`src/rtl/regfile_dump_reader.sv`:
```
// ---------------------------------------------------------------------------
// regfile_dump_reader
//
// Sequential read-out engine for the 16 x 8-bit RegisterFile. A start command
// latches an inclusive register range (wrapping 15 -> 0). For each register
// it issues one DumpReg strobe, captures the byte returned on rf_out the
// following cycle, and presents it on a valid/ready byte stream.
//
// Optional feature (macro DUMP_CHECKSUM_EN): after the last data beat an
// extra beat carrying the XOR of all bytes dumped in this run is sent, and
// dout_last marks that checksum beat instead of the last data beat.
//
// Ports:
//   clk        in   1  system clock, rising edge
//   reset      in   1  asynchronous reset, active low
//   start      in   1  begin a dump (sampled only when idle)
//   first_reg  in   4  first register index (sampled with start)
//   last_reg   in   4  last register index, inclusive (sampled with start)
//   rf_out     in   8  RegisterFile read data, valid the cycle after DumpReg
//   DumpReg    out  1  read strobe to RegisterFile
//   RegNumber  out  4  register index to RegisterFile
//   dout       out  8  streamed byte
//   dout_valid out  1  dout holds a valid beat
//   dout_ready in   1  consumer accepts the beat
//   dout_last  out  1  final beat of the dump
//   busy       out  1  dump in progress
//   done       out  1  one-cycle completion pulse
// ---------------------------------------------------------------------------
module regfile_dump_reader (
   input  logic       clk,
   input  logic       reset,
   input  logic       start,
   input  logic [3:0] first_reg,
   input  logic [3:0] last_reg,
   input  logic [7:0] rf_out,
   output logic       DumpReg,
   output logic [3:0] RegNumber,
   output logic [7:0] dout,
   output logic       dout_valid,
   input  logic       dout_ready,
   output logic       dout_last,
   output logic       busy,
   output logic       done
);

`ifdef DUMP_CHECKSUM_EN
   typedef enum logic [2:0] {ST_IDLE, ST_REQ, ST_WAIT, ST_SEND, ST_DONE, ST_CHK} state_t;
`else
   typedef enum logic [2:0] {ST_IDLE, ST_REQ, ST_WAIT, ST_SEND, ST_DONE} state_t;
`endif

   state_t     state_q, state_d;
   logic [3:0] idx_q, idx_d;
   logic [3:0] end_q, end_d;
   logic [7:0] dout_q, dout_d;
   logic       dout_valid_q, dout_valid_d;
   logic       dout_last_q, dout_last_d;
   logic       dump_reg_q, dump_reg_d;
   logic [3:0] reg_number_q, reg_number_d;
   logic       busy_q, busy_d;
   logic       done_q, done_d;
`ifdef DUMP_CHECKSUM_EN
   logic [7:0] csum_q, csum_d;
`endif

   // All outputs are computed one cycle ahead so that every port is driven
   // straight from a flop; the index advances at the handshake so the next
   // REQ already carries the incremented register number.
   always_comb begin
      state_d      = state_q;
      idx_d        = idx_q;
      end_d        = end_q;
      dout_d       = dout_q;
      dout_valid_d = dout_valid_q;
      dout_last_d  = dout_last_q;
      dump_reg_d   = 1'b0;
      reg_number_d = reg_number_q;
      busy_d       = busy_q;
      done_d       = 1'b0;
`ifdef DUMP_CHECKSUM_EN
      csum_d       = csum_q;
`endif

      case (state_q)
         ST_IDLE: begin
            if (start) begin
               idx_d        = first_reg;
               end_d        = last_reg;
               dump_reg_d   = 1'b1;
               reg_number_d = first_reg;
               busy_d       = 1'b1;
               state_d      = ST_REQ;
`ifdef DUMP_CHECKSUM_EN
               csum_d       = 8'h00;
`endif
            end
         end

         ST_REQ: begin
            state_d = ST_WAIT;
         end

         ST_WAIT: begin
            dout_d       = rf_out;
            dout_valid_d = 1'b1;
`ifdef DUMP_CHECKSUM_EN
            dout_last_d  = 1'b0;
            csum_d       = csum_q ^ rf_out;
`else
            dout_last_d  = (idx_q == end_q);
`endif
            state_d      = ST_SEND;
         end

         ST_SEND: begin
            if (dout_ready) begin
               dout_valid_d = 1'b0;
               dout_last_d  = 1'b0;
               if (idx_q == end_q) begin
`ifdef DUMP_CHECKSUM_EN
                  dout_d       = csum_q;
                  dout_valid_d = 1'b1;
                  dout_last_d  = 1'b1;
                  state_d      = ST_CHK;
`else
                  done_d       = 1'b1;
                  state_d      = ST_DONE;
`endif
               end else begin
                  idx_d        = idx_q + 4'd1;
                  dump_reg_d   = 1'b1;
                  reg_number_d = idx_q + 4'd1;
                  state_d      = ST_REQ;
               end
            end
         end

`ifdef DUMP_CHECKSUM_EN
         ST_CHK: begin
            if (dout_ready) begin
               dout_valid_d = 1'b0;
               dout_last_d  = 1'b0;
               done_d       = 1'b1;
               state_d      = ST_DONE;
            end
         end
`endif

         ST_DONE: begin
            busy_d  = 1'b0;
            state_d = ST_IDLE;
         end

         default: begin
            state_d = ST_IDLE;
            busy_d  = 1'b0;
         end
      endcase
   end

   always_ff @(posedge clk or negedge reset) begin
      if (!reset) begin
         state_q      <= ST_IDLE;
         idx_q        <= 4'd0;
         end_q        <= 4'd0;
         dout_q       <= 8'h00;
         dout_valid_q <= 1'b0;
         dout_last_q  <= 1'b0;
         dump_reg_q   <= 1'b0;
         reg_number_q <= 4'd0;
         busy_q       <= 1'b0;
         done_q       <= 1'b0;
`ifdef DUMP_CHECKSUM_EN
         csum_q       <= 8'h00;
`endif
      end else begin
         state_q      <= state_d;
         idx_q        <= idx_d;
         end_q        <= end_d;
         dout_q       <= dout_d;
         dout_valid_q <= dout_valid_d;
         dout_last_q  <= dout_last_d;
         dump_reg_q   <= dump_reg_d;
         reg_number_q <= reg_number_d;
         busy_q       <= busy_d;
         done_q       <= done_d;
`ifdef DUMP_CHECKSUM_EN
         csum_q       <= csum_d;
`endif
      end
   end

   assign DumpReg    = dump_reg_q;
   assign RegNumber  = reg_number_q;
   assign dout       = dout_q;
   assign dout_valid = dout_valid_q;
   assign dout_last  = dout_last_q;
   assign busy       = busy_q;
   assign done       = done_q;

endmodule

```
`config.mk`:
```
export PLATFORM = sky130hd
export DESIGN_NAME = regfile_dump_reader
export DESIGN_NICKNAME = d
export VERILOG_FILES = /design/src/rtl/regfile_dump_reader.sv
export SDC_FILE = /design/constraint.sdc
export NUM_CORES = 1
export LEC_CHECK = 0
export CAP_MARGIN = 30
export CELL_PAD_IN_SITES_DETAIL_PLACEMENT = 2
export CELL_PAD_IN_SITES_GLOBAL_PLACEMENT = 2
export CORE_MARGIN = 5
export CORE_UTILIZATION = 30
export CTS_BUF_LIST = sky130_fd_sc_hd__clkbuf_16
export CTS_CLUSTER_DIAMETER = 30
export DETAILED_ROUTE_END_ITERATION = 8
export PLACE_DENSITY_LB_ADDON = 0.08
export SLEW_MARGIN = 30
export SYNTH_ARGS = -nofsm -noshare
export SYNTH_HDL_FRONTEND = slang
export SYNTH_SLANG_ARGS = --single-unit
```
`constraint.sdc`:
```
create_clock -name clk -period 4.2 [get_ports clk]
set_input_delay 0.42 -clock clk [delete_from_list [all_inputs] [get_ports clk]]
set_output_delay 0.42 -clock clk [all_outputs]
set_load 0.005 [all_outputs]
```
Yosys cells after proc, flatten, opt, wreduce, memory -nomap -nowiden
Cells that the tools add are included.
{ "word_totals": {"register_bits": 24, "latch_bits": 0, "ram_bits": 0, "mem_bits_ro": 0, "wordCells": 47, "mem_count": 0} }
{ "classes": {"n_addsub": 1, "mul": 0, "div": 0, "order_cmp": 0, "eq_ne": 7, "n_shift": 0, "muxes": 20, "bitwise_logic": 1, "reduce_logical": 9} }
{ "ops": {"columns": ["cell", "count"], "rows": [
  ["$mux 4", 3],
  ["$pmux 3 s4", 1],
  ["$mux 3", 3],
  ["$mux 1", 8],
  ["$pmux 1 s2", 4],
  ["$pmux 4 s2", 1],
  ["$reduce_and 2->1", 4],
  ["$eq 3x2->1 const B", 2],
  ["$ne 2x2->1 const B", 3],
  ["$add 4x1->4 const B", 1],
  ["$eq 4x4->1", 1],
  ["$reduce_and 4->1", 1],
  ["$reduce_bool 2->1", 2],
  ["$eq 3x1->1 const B", 1],
  ["$logic_not 3->1", 1],
  ["$reduce_or 3->1", 1],
  ["$not 1->1", 1]
]} }

Depth between registers and ports, before layout
Gate-level depths: netlist of run 1.
{ "depth": {"depth_word": 4, "depth_mapped": 5} }

Worst setup path after synthesis of run 1
Ideal clock, no wire load.
{ "synth_timing": {"kind": "reg-to-reg", "start": "register, netlist name RegNumber[1]", "end": "register reg_number_q[1] (netlist: RegNumber[1])", "arrival_ns": 1.528, "required_ns": 4.075, "setup_slack_ns": 2.547, "path_stages_with_launch": 6, "n_path_buf": 0, "cell_sequence": "dfrtp_1 -> xor2_1 -> nor4_4 -> o21a_4 -> inv_2 -> mux2_4"} }
{ "synth_rtl": {"columns": ["element", "line_no", "source"], "rows": [
  ["end signal: assignment", "184", "reg_number_q <= reg_number_d;"],
  ["end: declaration", "59", "logic [3:0] reg_number_q, reg_number_d;"]
]} }

==> flow_summary.yaml, run 1 <==
detailed_routing:
  postRouteAntennaNets: 0
  vias: 866
  drc: 0
  routed_wl_mm: 3.026
  wire_per_inst_um: 17.49
  dr_iter_0_viols: 10
  dr.pass1.iters: 2
  route.detailed.vias_per_inst: 5.006
yosys:
  ys_warn_count: 0
  yosysUniqueCellTypes: 29
  synthesized_instance_count: 90
  yosys.area_share.xor_xnor_pct: 3.248
  synth.cell_area_um2: 1079
  post_synth_mux_area_share_pct: 10.79
  synth_seq_cells: 24
  yosys.area_share.adder_pct: 1.160
  mappedNetlistNets: 111
  synthesized_area_fraction_occupied_by_ao_oa_aoi_and_oai_cells_pct: 10.90
  synthesized_area_divided_by_synthesized_cell_count_um2: 11.98
  ys_seq_area_share_pct: 55.68
  synth_simple_gate_area_share_pct: 15.89
  synth_top_family_by_area: "simple AND/OR/NAND/NOR gates"
global_routing:
  overflow: 0
  maximum_number_of_pins_on_one_net_before_global_route_repair: 25
  number_of_global_route_vias_before_repair: 1051
  grt_first_pass_wirelength_mm: 5.430
  total_global_routing_track_utilization_pct: 14.17
  antenna_found_initial: 0
clock_network:
  cts.hold.buffers_added: 0
  htreeDepth: 1
  postCtsSetupRepairBufs: 0
  clock_latency_ns: 0.25
  cts_buf_count: 3
  clockBufferDepth: 2
  tritoncts: "done"
  clk_pin_slew_ns: 0.06
  cts_root_buffer: "clkbuf_16"
  post_cts_resized: 0
  clock_sinks: 24
worst_setup_path:
  worstPathCellList: "xor2_1 -> nor4_4 -> o21a_4 -> inv_2 -> mux2_4"
  timing.critical_path.fanout_max: 8
  timing.critical_path.slowest_stage_cell: "nor4_4"
  crit_path_kind: "reg -> reg"
  crit_family: "simple AND/OR/NAND/NOR gates"
  worst_path_largest_cell_delay_ns: 0.51
  setup.worst_path.start_class: "flop"
  cp_data_required_time_ns: 4.34
  end_kind: "flop"
  worst-endpoint-arrival_ns: 1.99
  crit_buf_inv: 1
run:
  maxCapViolCount: 0
floorplan:
  die_height_um: 69.96
  die-area_um2: 4894
  core_region_area_um2: 3416
  initial_core_util_pct: 31.58
  floorplan.die.width_um: 69.96
  fp-row-count: 21
  top_level_ports: 37
sta:
  transition_time_at_the_pin_with_the_least_slew_margin_ns: 0.5986
  setup_repair_after_global_routing_missed_its_margin: "no"
  timing.max_slew.rel_slack_pct: 59.99
  timing.setup.tns_ns: 0
  timing_max_transition_violations_final: 0
  timing.clock.skew_ns: 0.0005900
  post-route-period-util_pct: 44.08
  tmin_final_ns: 1.851
  timing.final.hold_violations: 0
  setup_viol: 0
  worst_hold_margin_ns: 0.1461
  fmaxAchievable_ghz: 0.5401
power:
  leakage_power_nw: 0.6771
  power_density_nw_per_um2: 752.6
  max-vdd-ir-drop_v: 0.0003945
placement:
  hpwl_mm: 2.270
  port_buffer_cells: 36
  gp_congestion: 0.7017
layout:
  n_antenna_cell: 0
  post_route_cells_drive_above_1_share_pct: 18.11
  layout-area-overhead-vs-synth_pct: 44.90
  final_net_count: 150
run_status:
  status: "finished clean"
worst_hold_path:
  hold_removal_path_class: "in -> async"
==> worst register-to-register path, cell delays in order, from the launching register on <==
cell and delay [ns]:
dfrtp_1 0.46, xor2_1 0.20, nor4_4 0.51, o21a_4 0.24, inv_2 0.05, mux2_4 0.28
==> cell families (layout without fill, tap and decap cells) <==
kind of cell / Yosys count / in the layout
xor gates and xnor gates: 4 / 4
muxes: 10 / 10
and+or+nand+nor: 30 / 30
adders and majority gates: 1 / 1
AOI/OAI and AO/OA: 15 / 15
buffers and inverters: 6 / 43
DFF: 24 / 24
==> synthesized netlist by cell type, drive strengths merged <==
| master | n | area, µm² |
|---|---|---|
| dfrtp | 24 | 600.6 |
| nand2 | 13 | 48.80 |
| mux2 | 10 | 116.4 |
| inv | 4 | 15.01 |
| nor3 | 4 | 20.02 |
| xor2 | 4 | 35.03 |
| a21oi | 3 | 15.01 |
| a21o | 2 | 15.01 |
| a311oi | 2 | 17.52 |
| and4 | 2 | 20.02 |
| buf | 2 | 10.01 |
| nand3 | 2 | 10.01 |
| nand3b | 2 | 15.01 |
| nor2 | 2 | 7.510 |
| o21ai | 2 | 10.01 |
| a211o | 1 | 10.01 |
| a211oi | 1 | 7.510 |
| a22o | 1 | 10.01 |
| and2 | 1 | 6.260 |
| and2b | 1 | 7.510 |
| and3 | 1 | 6.260 |
| ha | 1 | 12.51 |
| nor4 | 1 | 21.27 |
| nor4b | 1 | 8.760 |
| o21a | 1 | 15.01 |
| o22ai | 1 | 6.260 |
| o32a | 1 | 11.26 |
==> metal layers <==
| layer | share of wire, % | global-route usage, % | vias up |
|---|---|---|---|
| met1 | 40 | 15.27 | 449 |
| met4 | 1.7 | 5.106 | 0 |
| met2 | 54 | 25.92 | 19 |
| met5 | 0 | 0 | - |
| met3 | 4.6 | 4.304 | 4 |
| li1 | - | - | 394 |
==> path summary, 6_finish.rpt <==
check | startpoint | depth (start not counted) | slack, ns | to
setup / recovery | RegNumber[0] | 5 | 2.35 | RegNumber[1]
hold reg to reg | dout_valid | 1 | 0.48 | dout_valid
min in group clk | dout_valid | 1 | 0.48 | dout_valid
setup reg to reg | RegNumber[0] | 5 | 2.35 | RegNumber[1]
max in group asynchronous | reset | 1 | 3.69 | state_q[1]
hold / removal | reset | 1 | 0.15 | dout[2]
==> final cells by class <==
cell class	instances	area [µm²]
Fill cell	358	1853
Sequential cell	24	600.6
Multi-Input combinational cell	60	459.2
Timing Repair Buffer	36	355.3
Tap cell	46	57.56
Inverter	4	15.01
Clock buffer	3	75.07
==> cell usage in the layout (no fill, tap or decap), types with 2 or more instances in the layout <==
master	n
clkdlybuf4s50_1	35
dfrtp_1	24
nand2_1	13
mux2_2	9
xor2_1	4
nor3_1	4
inv_1	3
a21oi_1	3
clkbuf_16	3
nand3_1	2
nor2_1	2
nand3b_1	2
and4_2	2
a21o_1	2
a311oi_1	2
o21ai_0	2
==> through the flow <==
stage	cell area [µm²]	std cells	util [%]	setup WS, ns	total power [W]
floorplan	1079	90	-	2.547	0.0007206
global placement	1486	170	43.52	2.181	0.0009502
detailed placement	1481	170	43.37	2.123	0.0009847
CTS	1556	173	45.57	2.306	0.001199
global route	1563	173	45.75	2.244	0.001270
finish	1563	173	45.75	2.349	0.001176
==> registers in the layout, summed over array words and instances, names as in the netlist <==
register,count
done,1
DumpReg,1
busy,1
end_q,4
RegNumber,4
dout_valid,1
dout_last,1
dout,8
state_q,3
==> report_power, final <==
group / switching, W / internal, W
Clock: 0.0000764 / 0.000126
Combinational: 0.000226 / 0.000312
Sequential: 0.0000974 / 0.000338
Total: 0.000400 / 0.000777
No activity file was read; power rests on OpenSTA's default activity.
==> run 2: changes to the inputs <==
CORE_UTILIZATION = 25   (was 30)
clock period = 1.7 ns   (was 4.2 ns; I/O delays follow)
==> run 2 against run 1 <==
Against the previous run: first-iteration DRC count increased to 4.4 times the previous value; sequential power rose by 140%; hold slack gained 0.14 ns; fmax grew 17%; clock-buffer cell count did not move; highest routed layer unchanged; combinational power grew to 2.8 times the previous value; power grew to 2.7 times the previous value; register-to-register slack got worse by 2.2 ns; largest power group unchanged.
==> flow_summary.yaml, run 2 (synthesis gave the netlist of run 1 again) <==
run_status:
  status: "finished clean"
detailed_routing:
  postRouteAntennaNets: 0
  route.detailed.vias_per_inst: 4.766
  vias: 896
  wire_per_inst_um: 16.65
  drc: 0
  dr.pass1.iters: 4
  dr_iter_0_viols: 44
  routed_wl_mm: 3.131
global_routing:
  number_of_global_route_vias_before_repair: 1023
  total_global_routing_track_utilization_pct: 12.31
  antenna_found_initial: 0
  grt_first_pass_wirelength_mm: 5.181
  overflow: 0
  maximum_number_of_pins_on_one_net_before_global_route_repair: 25
floorplan:
  fp-row-count: 23
  die_height_um: 75.68
  core_region_area_um2: 4086
  die-area_um2: 5727
  top_level_ports: 37
  floorplan.die.width_um: 75.68
  initial_core_util_pct: 26.39
layout:
  fin_area_um2: 1684
  final.fill_count: 441
  post_route_cells_drive_above_1_share_pct: 23.19
  final_net_count: 160
  most_frequent_standard_cell_in_the_layout_excluding_fill_and_tap_cells: "clkdlybuf4s50_1"
  largest_reg_flops: 8
  layout-area-overhead-vs-synth_pct: 56.15
  layoutNonFillerInstCount: 188
  n_antenna_cell: 0
  layout_common_cells: "36 x clkdlybuf4s50_1, 24 x dfrtp_1, 13 x nand2_1"
clock_network:
  cts_root_buffer: "clkbuf_16"
  cts.hold.buffers_added: 0
  clk_pin_slew_ns: 0.06
  cts_buf_count: 3
  clockBufferDepth: 2
  htreeDepth: 1
  clock_latency_ns: 0.26
  tritoncts: "done"
  clock_sinks: 24
  postCtsSetupRepairBufs: 0
  post_cts_resized: 0
worst_hold_path:
  hold_removal_path_class: "in -> async"
sta:
  tmin_final_ns: 1.581
  setup_viol: 0
  timing_max_transition_violations_final: 0
  timing.final.hold_violations: 0
  setup_repair_after_global_routing_missed_its_margin: "no"
  transition_time_at_the_pin_with_the_least_slew_margin_ns: 0.3233
  worst_hold_margin_ns: 0.2846
  timing.max_slew.rel_slack_pct: 78.45
  fmaxAchievable_ghz: 0.6323
  timing.setup.tns_ns: 0
  timing.clock.skew_ns: 0.002326
  post-route-period-util_pct: 93.03
run:
  maxCapViolCount: 0
power:
  leakage_power_nw: 0.7418
  max-vdd-ir-drop_v: 0.0006263
  power_density_nw_per_um2: 1913
worst_setup_path:
  worst-endpoint-arrival_ns: 1.73
  timing.critical_path.fanout_max: 7
  crit_path_kind: "reg -> reg"
  setup.worst_path.start_class: "flop"
  end_kind: "flop"
  cp_data_required_time_ns: 1.84
placement:
  hpwl_mm: 2.370
  port_buffer_cells: 36
  dp_cells: 184
  gp_congestion: 0.7501
  placed_area_um2: 1579
[run 2: cell count changes in the layout (fill, tap and decap cells not counted)]
cell | before | now
nor4b_2 | 1 | 0
buf_2 | 1 | 0
bufinv_16 | 0 | 1
buf_4 | 0 | 9
buf_12 | 0 | 1
nor4b_1 | 0 | 1
clkdlybuf4s50_1 | 35 | 36
[run 2: layout make-up]
class                      count  area (µm²)  area share [%]
clock inverter                 1       30.03           1.783
clock buffer                   3       75.07           4.458
sequential                    24       600.6           35.66
inverter                       4       15.01          0.8915
multi-input combinational     60       452.9           26.89
timing repair buffer          46       447.9           26.60
tap                           50       62.56           3.715
[run 2: worst paths after layout]
check	start	depth (start not counted)	slack (ns)	to
setup / recovery	end_q[1]	5	0.12	RegNumber[2]
hold / removal	reset	2	0.28	state_q[1]
setup reg to reg	end_q[1]	5	0.12	RegNumber[2]
hold reg to reg	dout_valid	1	0.49	dout_valid
max in group asynchronous	reset	2	1.17	end_q[2]
min in group clk	last_reg[1]	3	0.44	end_q[1]
[run 2: routing by layer]
metal	share of wire, %	up-vias	global-route usage (%)	wire [µm]
met1	43	455	15.54	1341
li1	-	416	-	-
met4	1.2	0	4.660	38
met3	5.0	4	2.507	155
met2	51	21	20.71	1595
met5	0	-	0	0
[run 2: power by group]
part           switching [W]  leakage, nW  internal (W)  total (W)
Sequential          0.000207        0.289      0.000836    0.00104
Combinational       0.000603        0.402      0.000896    0.00150
Clock               0.000210       0.0511      0.000468   0.000678
[run 2: metrics by stage]
| stage | utilization (%) | power [W] | setup WS (ns) |
|---|---|---|---|
| after detailed placement | 38.64 | 0.002582 | 0.1366 |
| after global placement | 38.64 | 0.002527 | 0.1260 |
| after floorplan | - | 0.001780 | 0.04706 |
| after CTS | 41.21 | 0.003287 | 0.1058 |
| final | 41.21 | 0.003221 | 0.1185 |
| after global routing | 41.21 | 0.003458 | 0.01405 |
[run 2: critical path, cell delays in order, from the launching register on]
cell and delay, ns:
dfrtp_1 0.39, xor2_1 0.19, nor4_4 0.32, buf_4 0.20, nor3_1 0.06, o32a_2 0.31
==> patch: new RTL, settings of run 2 <==
`dout_q` no longer has a reset.
--- a/src/rtl/regfile_dump_reader.sv
+++ b/src/rtl/regfile_dump_reader.sv
@@ -163,7 +163,6 @@
          state_q      <= ST_IDLE;
          idx_q        <= 4'd0;
          end_q        <= 4'd0;
-         dout_q       <= 8'h00;
          dout_valid_q <= 1'b0;
          dout_last_q  <= 1'b0;
          dump_reg_q   <= 1'b0;
@@ -177,7 +176,6 @@
          state_q      <= state_d;
          idx_q        <= idx_d;
          end_q        <= end_d;
-         dout_q       <= dout_d;
          dout_valid_q <= dout_valid_d;
          dout_last_q  <= dout_last_d;
          dump_reg_q   <= dump_reg_d;
@@ -188,6 +186,10 @@
          csum_q       <= csum_d;
 `endif
       end
+   end
+
+   always_ff @(posedge clk) begin
+      dout_q <= dout_d;
    end
 
    assign DumpReg    = dump_reg_q;
Function: differs if reset is asserted again (counterexample within 4 cycles, from zero or initial values and one cycle with reset low); with reset held inactive, the same outputs for 10 cycles.
==> patch against run 2 <==
- combinational power is 18% lower
- sequential power down 5%
- hold slack worse by 45 ps
- sequential cell count stayed put
- synthesized area down 4.2%
- first-iteration DRC count down 66%
- setup slack worse by 3.6 ps
- routed wire length is 7.3% lower
- total power shrank 16%
- final area decreased by 5.2%
- clock power is 26% lower
- critical path type unchanged
- highest routed layer unchanged
==> patch: results <==
{
  "cts_repair_resize_count": 0,
  "clock_skew_ps": 1.18,
  "synth_async_sr_flop_share": 0.667,
  "cts_made_buffers": 3,
  "post_synth_mux_area_share": 0.0254,
  "rr_endpoint": "RegNumber[2]",
  "finalSetupTns_ps": 0,
  "ys_seq_area_frac": 0.620,
  "hpwlAfterDp_mm": 2.17,
  "adder_and_majority_cell_fraction_of_the_synthesized_area": 0.0121,
  "power_density_nw_per_um2": 1700,
  "gp_routability_congestion": 0.703,
  "synth_top_area_share": 0.387,
  "r2r_start": "end_q[1]",
  "critical-path-slowest-cell": "sky130_fd_sc_hd__dfrtp_1",
  "worst-path-max-fanout": 3,
  "synthXorXnorAreaFrac": 0.0339,
  "leading_cell_type_in_the_layout_fill_and_taps_excluded": "sky130_fd_sc_hd__clkdlybuf4s50_1",
  "reg2reg_path_depth": 5,
  "synthDistinctLibCells": 30,
  "clk_pin_slew_worst_paths_ps": 60,
  "worst_path_largest_cell_delay_ps": 390,
  "cts.path.max_buffers": 2,
  "clock_latency_ps": 250,
  "run_status": "finished clean",
  "antenna-diode-count": 0,
  "synth.cells.most_frequent": "16 x sky130_fd_sc_hd__dfrtp_1, 13 x sky130_fd_sc_hd__nand2_1, 8 x sky130_fd_sc_hd__edfxtp_1",
  "holdCritPathClass": "input pin to asynchronous set/reset pin",
  "grt_antenna_before_repair": 0,
  "critical-path-top-delay-family": "flip-flops",
  "grt_start_max_net_pins": 17,
  "cts_root_buf": "sky130_fd_sc_hd__clkbuf_16",
  "via_count_of_the_first_global_routing_pass": 936,
  "routed_via_count_divided_by_cell_count": 4.57,
  "ff2ff_setup_slack_ps": 110,
  "synth_compound_area_frac": 0.114,
  "detailedRoute.firstPassIterationCount": 4,
  "wire_length_of_the_first_global_routing_pass_mm": 4.62,
  "gr-usage-all-layers": 0.113,
  "static-leakage-power_nw": 0.677,
  "tritoncts": "yes",
  "wl_mm": 2.90,
  "drt_iter0_markers": 15,
  "number_of_input_and_output_port_buffers_inserted": 36,
  "post_route_cells_drive_above_1_share": 0.185,
  "synth_edf_count": 8,
  "final_net_count": 152,
  "largest_register_ff_count": 8,
  "yosysWarningCount": 0,
  "synth_nets": 102,
  "worst_slew_margin_rel": 0.672,
  "vdd_drop_max_v": 0.000625,
  "yosys-top-cells-area": "sky130_fd_sc_hd__dfrtp_1 39%, sky130_fd_sc_hd__edfxtp_1 23%, sky130_fd_sc_hd__nand2_1 4.7%, sky130_fd_sc_hd__xor2_1 3.4%, sky130_fd_sc_hd__nor4_4 2.1%",
  "ctsHtreeMaxLevel": 1
}
==> patch: worst max path at each step <==
| stage | end | depth (start not counted) | startpoint |
|---|---|---|---|
| after floorplan | RegNumber[1] | 5 | RegNumber[1] |
| final | RegNumber[2] | 5 | end_q[1] |
| after detailed placement | RegNumber[2] | 5 | end_q[1] |
| after global placement | RegNumber[2] | 5 | end_q[1] |
| after global routing | RegNumber[3] | 5 | state_q[2] |
| after CTS | RegNumber[2] | 5 | end_q[1] |
==> patch: report_power, final <==
group | switching, mW | leakage (nW) | internal (mW)
Sequential | 0.153 | 0.271 | 0.832
Clock | 0.189 | 0.0423 | 0.314
Combinational | 0.557 | 0.364 | 0.676
Total | 0.900 | 0.677 | 1.82
==> patch: stage by stage <==
stage | hold slack, ps | cells | setup slack (ps) | util | cell area [sq um]
floorplan | -126 | 81 | 45.2 | - | 1030
global placement | 473 | 175 | 75.3 | 0.378 | 1510
detailed placement | 466 | 175 | 67.1 | 0.378 | 1510
CTS | 251 | 179 | 48.7 | 0.397 | 1590
global route | 262 | 180 | 20.2 | 0.399 | 1600
finish | 240 | 180 | 115 | 0.399 | 1600
==> patch: layout make-up <==
cell class                      count  area (sq um)
Clock buffer                        3          75.1
Clock inverter                      1          3.75
Fill cell                         435          2400
Inverter                            3          11.3
Multi-Input combinational cell     53           368
Sequential cell                    24           641
Tap cell                           50          62.6
Timing Repair Buffer               46           435
==> patch: layer usage <==
layer  vias to the layer above  share of wire  track usage
met4                         0          0.012       0.0415
li1                        394              -            -
met2                        30           0.47        0.188
met5                         -              0            0
met3                         4          0.067       0.0257
met1                       394           0.45        0.144
==> patch: what timing repair did <==
item | in CTS | in global routing
setup endpoints to repair | 0 | 1
endpoints found under the hold margin | 0 | 0
buffers inserted | 0 | 1
